`src/rtl/note_input_ctrl.sv`:
```
// Pushbutton front end for the note display: synchronizes and debounces four keys,
// then sequences note/octave updates and a one-cycle load strobe to the glyph drawer.
module note_input_ctrl #(
  parameter int          DEBOUNCE_CYCLES = 250000,
  parameter int          HOLDOFF_CYCLES  = 448,
  parameter logic [7:0]  X_POS           = 8'd60,
  parameter logic [6:0]  Y_POS           = 7'd50
) (
  input  logic       clk,
  input  logic       resetn,
  input  logic       key_note_up_n,
  input  logic       key_note_down_n,
  input  logic       key_oct_up_n,
  input  logic       key_oct_down_n,
  input  logic [2:0] colour_sel,
  output logic [3:0] note,
  output logic [1:0] octave,
  output logic       ld_note,
  output logic [7:0] x,
  output logic [6:0] y,
  output logic [2:0] colour,
  output logic       busy
);

  localparam int DW = $clog2(DEBOUNCE_CYCLES + 1);
  localparam int HW = $clog2(HOLDOFF_CYCLES + 1);
  localparam logic [DW-1:0] DEB_LAST  = DW'(DEBOUNCE_CYCLES - 1);
  localparam logic [DW-1:0] DEB_ONE   = DW'(1);
  localparam logic [DW-1:0] DEB_ZERO  = DW'(0);
  localparam logic [HW-1:0] HOLD_LAST = HW'(HOLDOFF_CYCLES - 1);
  localparam logic [HW-1:0] HOLD_ONE  = HW'(1);
  localparam logic [HW-1:0] HOLD_ZERO = HW'(0);

  localparam logic [1:0] ST_INIT = 2'd0;
  localparam logic [1:0] ST_IDLE = 2'd1;
  localparam logic [1:0] ST_LOAD = 2'd2;
  localparam logic [1:0] ST_HOLD = 2'd3;

  // Key bit order: 0 note_up, 1 note_down, 2 oct_up, 3 oct_down (also the priority order).
  logic [3:0]    w_keys;
  logic [3:0]    r_sync1;
  logic [3:0]    r_sync2;
  logic [3:0]    r_deb;
  logic [3:0]    r_deb_prev;
  logic [DW-1:0] r_cnt [4];
  logic [3:0]    w_press;

  logic [1:0]    r_state;
  logic [1:0]    w_next;
  logic [HW-1:0] r_hold_cnt;
  logic [3:0]    r_note;
  logic [3:0]    w_note_nxt;
  logic [1:0]    r_oct;
  logic [1:0]    w_oct_nxt;
  logic [2:0]    r_col;
  logic [2:0]    w_col_nxt;
  logic          r_ld;
  logic          r_busy;

  assign w_keys  = {key_oct_down_n, key_oct_up_n, key_note_down_n, key_note_up_n};
  assign w_press = r_deb_prev & ~r_deb;

  always_ff @(posedge clk or negedge resetn) begin
    if (!resetn) begin
      r_sync1 <= 4'b1111;
      r_sync2 <= 4'b1111;
    end else begin
      r_sync1 <= w_keys;
      r_sync2 <= r_sync1;
    end
  end

  // A level is accepted only after DEBOUNCE_CYCLES samples that all differ from the current one.
  always_ff @(posedge clk or negedge resetn) begin
    if (!resetn) begin
      r_deb      <= 4'b1111;
      r_deb_prev <= 4'b1111;
      for (int i = 0; i < 4; i++) r_cnt[i] <= DEB_ZERO;
    end else begin
      r_deb_prev <= r_deb;
      for (int i = 0; i < 4; i++) begin
        if (r_sync2[i] == r_deb[i]) begin
          r_cnt[i] <= DEB_ZERO;
        end else if (r_cnt[i] == DEB_LAST) begin
          r_deb[i] <= r_sync2[i];
          r_cnt[i] <= DEB_ZERO;
        end else begin
          r_cnt[i] <= r_cnt[i] + DEB_ONE;
        end
      end
    end
  end

  always_comb begin
    w_next = r_state;
    case (r_state)
      ST_INIT: w_next = ST_LOAD;
      ST_LOAD: w_next = ST_HOLD;
      ST_HOLD: begin
        if (r_hold_cnt == HOLD_LAST) w_next = ST_IDLE;
        else                         w_next = ST_HOLD;
      end
      ST_IDLE: begin
        if (|w_press) w_next = ST_LOAD;
        else          w_next = ST_IDLE;
      end
      default: w_next = ST_INIT;
    endcase
  end

  // Only one event is honoured per load; lower-priority simultaneous events are dropped.
  always_comb begin
    w_note_nxt = r_note;
    w_oct_nxt  = r_oct;
    w_col_nxt  = r_col;
    if (r_state == ST_IDLE && (|w_press)) begin
      w_col_nxt = colour_sel;
      if (w_press[0]) begin
        w_note_nxt = (r_note == 4'd12) ? 4'd1 : r_note + 4'd1;
      end else if (w_press[1]) begin
        w_note_nxt = (r_note == 4'd1) ? 4'd12 : r_note - 4'd1;
      end else if (w_press[2]) begin
        w_oct_nxt = r_oct + 2'd1;
      end else begin
        w_oct_nxt = r_oct - 2'd1;
      end
    end else if (r_state == ST_INIT) begin
      w_col_nxt = colour_sel;
    end else begin
      w_col_nxt = r_col;
    end
  end

  always_ff @(posedge clk or negedge resetn) begin
    if (!resetn) begin
      r_state    <= ST_INIT;
      r_hold_cnt <= HOLD_ZERO;
      r_note     <= 4'd1;
      r_oct      <= 2'd0;
      r_col      <= 3'd0;
      r_ld       <= 1'b0;
      r_busy     <= 1'b1;
    end else begin
      r_state    <= w_next;
      r_hold_cnt <= (r_state == ST_HOLD) ? r_hold_cnt + HOLD_ONE : HOLD_ZERO;
      r_note     <= w_note_nxt;
      r_oct      <= w_oct_nxt;
      r_col      <= w_col_nxt;
      r_ld       <= (w_next == ST_LOAD);
      r_busy     <= (w_next != ST_IDLE);
    end
  end

  assign note    = r_note;
  assign octave  = r_oct;
  assign colour  = r_col;
  assign ld_note = r_ld;
  assign busy    = r_busy;
  assign x       = X_POS;
  assign y       = Y_POS;

endmodule

```
`config.mk`:
```
export PLATFORM = sky130hd
export DESIGN_NAME = note_input_ctrl
export DESIGN_NICKNAME = d
export VERILOG_FILES = /design/src/rtl/note_input_ctrl.sv
export SDC_FILE = /design/constraint.sdc
export NUM_CORES = 1
export LEC_CHECK = 0
export CAP_MARGIN = 20
export CELL_PAD_IN_SITES_DETAIL_PLACEMENT = 1
export CELL_PAD_IN_SITES_GLOBAL_PLACEMENT = 1
export CORE_MARGIN = 2
export CORE_UTILIZATION = 25
export CTS_CLUSTER_SIZE = 14
export DETAILED_ROUTE_END_ITERATION = 6
export PLACE_DENSITY_LB_ADDON = 0.1
export SLEW_MARGIN = 20
export SYNTH_ARGS = -nofsm -noshare
export SYNTH_HDL_FRONTEND = slang
export SYNTH_SLANG_ARGS = --single-unit
```
`constraint.sdc`:
```
create_clock -name clk -period 2.3 [get_ports clk]
set_input_delay 0.46 -clock clk [delete_from_list [all_inputs] [get_ports clk]]
set_output_delay 0.46 -clock clk [all_outputs]
set_load 0.1 [all_outputs]
```
==> run metrics <==
outcome=finished, final reports clean; Synth Instances=around 510; first-pass GRT wire length=20100 um; std cell rows=53; htree depth=3; EDFF count, synth=0; count of different cell masters after synthesis=41; Slowest-stage cell, CP=o41ai_4; Placed Area=about 0.0059 mm2; Slew headroom=59.9%; worst hold path type=input pin to async pin; Final Hold Vio Count=0; post-synth top area share=43.3%; GPL Wtd Cong=between 0.7 and 0.8; clk_lat worst skew=0.35 ns; estimated wirelength of the detail-placed design=8220 um; Pint=2910 uW; Final Setup Violations=0; most common cell after layout, fill and taps aside=dfrtp_1; final worst-path cycle share=84.2%; most frequent cells in the layout=92 x dfrtp_1, 91 x nor2_1, 60 x xnor2_1; Clock Skew=0.00885 ns; Final Max Tran Viols=0; Critical Path Start Type=register; Synth Cell Area=0.00531 mm2; Main synth FF type=dfrtp_1; 1st-pass router iterations=4; Pleak=0.00246 uW; RSZ-0062 raised after global routing=false; CTS tree=built; critical path class=register to register; Die Ht=150 um; antenna violations before repair=0; die area=0.0224 mm2; ANT cells=0; CP arrival=2.18 ns; clock sink total=110; Syn-to-layout area delta=16.4%; fin area=0.00618 mm2; clock root cell=clkbuf_16; Routed WL=11700 um; switch share=26.5%; Logic pwr share=6.7%; fin crit period=1.94 ns; io pins=35; CTS Buffer Depth=2; Overflow after GRT=0; dominant cell type by area after synthesis=dfrtp_1; FMAX=516 MHz; Routed Antenna Nets=0; DRC violations left=0; vias in the first global route=3888; total of warnings raised by yosys=0; Seq pwr share=between 50% and 60%; Iter 0 DRT Violations=107; mean routed wirelength per cell=14.1 um; layout cells sized above 1=13.9%; Pwr Density=639 mW/mm2; Worst-Margin Slew=0.597 ns; CORE AREA=about 0.021 mm2; initial core utilization=~25%; Core Util, Final=about 30%; Post-synth ARST share=100%; Worst-path clk slew=~0.080 ns; cts repair resizes=0; post-synthesis sequential area ratio=52.2%; Req. time, crit path=around 2.5 ns; slowest stage delay, CP=0.56 ns; dominant cells by area after synthesis=dfrtp_1 43%, xnor2_1 9.9%, dfstp_2 8.9%; pin count of the biggest net entering global routing=47; Switch Pwr=1050 uW; Post-CTS Setup Inserts=0; DR vias/cell=4.52; PortBufs=19; hold_buf cts=0; Hold Worst Slack=around 0.059 ns; total number of vias=3750; Peak VDD IR=0.312 mV; crit path capture type=register; crit path max fanout=7; cell breakdown of the critical path=nor4_1 > nand4_1 > o41ai_4 > buf_4 > nor2_1; Num CTS Buffers=9; Avg Cell Area, Syn=10.4 um2; Nets=567; clock share of power=43.0%; Max Cap Violations=0; GRT Util Overall=11.4%; die width=150 um; total negative slack=0 ns; #FFs+latches synth=110
==> critical path, delay by kind of cell, from the launching register on <==
kind | cells | cell delay (ns)
compound gates | 1 | 0.56
flops | 1 | 0.46
simple gates | 3 | 0.57
buf+inv | 1 | 0.24
==> power groups by stage <==
stage,clock (uW),combinational [uW],sequential (uW)
detailed placement,0,270,2030
CTS,1790,271,1990
finish,1700,263,1990
global placement,0,268,2030
global route,1860,286,1990
floorplan,0,182,2040
==> layout make-up <==
cell class | count | area [um2]
fill | 2410 | 14800
sequential | 110 | 2780
multi-input combinational | 374 | 2360
tap | 275 | 344
timing repair buffer | 35 | 305
clock buffer | 9 | 225
clock inverter | 7 | 100
inverter | 20 | 75.1
==> through the flow <==
| stage | cells | power (uW) | worst slack (ns) |
|---|---|---|---|
| 5_1_grt | 830 | 4140 | 0.213 |
| 3_3_place_gp | 814 | 2290 | 0.370 |
| 3_5_place_dp | 814 | 2300 | 0.367 |
| 4_1_cts | 830 | 4050 | 0.335 |
| 6_report | 830 | 3950 | 0.363 |
| 2_1_floorplan | 525 | 2220 | 0.295 |
==> final timing paths <==
kind                                  from          to  slack, ns  depth (start not counted)
max in group asynchronous           resetn  r_sync2[3]       1.56                          2
min in group clk                r_sync1[1]  r_sync2[1]       0.36                          0
worst min register to register  r_sync1[1]  r_sync2[1]       0.36                          0
worst max-delay path             r_cnt[64]   r_cnt[59]       0.36                          5
worst min-delay path                resetn   r_cnt[42]       0.06                          1
worst max register to register   r_cnt[64]   r_cnt[59]       0.36                          5
==> registers in the layout, indices dropped and copies added, names as in the netlist <==
register	flops
r_sync2	4
r_state	2
r_cnt	72
busy	1
ld_note	1
r_sync1	4
r_deb_prev	4
colour	3
note	4
r_hold_cnt	9
octave	2
r_deb	4
==> cell usage after synthesis, types with 2 or more instances <==
cell type  instances
conb_1             2
o21ai_0            8
and3_1             4
dfrtp_1           92
buf_4             18
a21oi_1            5
o31ai_1            3
nand4_1           22
inv_1             20
xnor2_1           60
nor2b_1            7
and2_1             3
or3_1              5
mux2_2             7
ha_1               8
nor2_1            91
dfstp_2           18
o41ai_4            3
nand2_1           18
nor3_1            18
nand3_1           27
xor2_1            14
nand4_4            2
and4_1             2
nor4_1            34
nand3b_1           3
clkbuf_1           2
a31oi_1            3
==> metal layers <==
metal,vias up,wire length (um),global-route usage (%)
met1,1882,5880,15.6
met5,-,0,0
met4,0,180,4.34
li1,1824,-,-
met3,12,248,2.07
met2,32,5400,17.8
==> kinds of logic (layout without fill, tap and decap cells) <==
group	after synthesis	after routing	synth area share, %
simple gates	241	241	23.1
fa+ha+maj	8	8	1.88
xor+xnor	74	74	12.2
buf+inv	41	71	4.31
mux	7	7	1.48
compound gates	29	29	4.69
flops	110	110	52.2
other cells	2	15	0.141
Power figures use the tool's default switching activity.
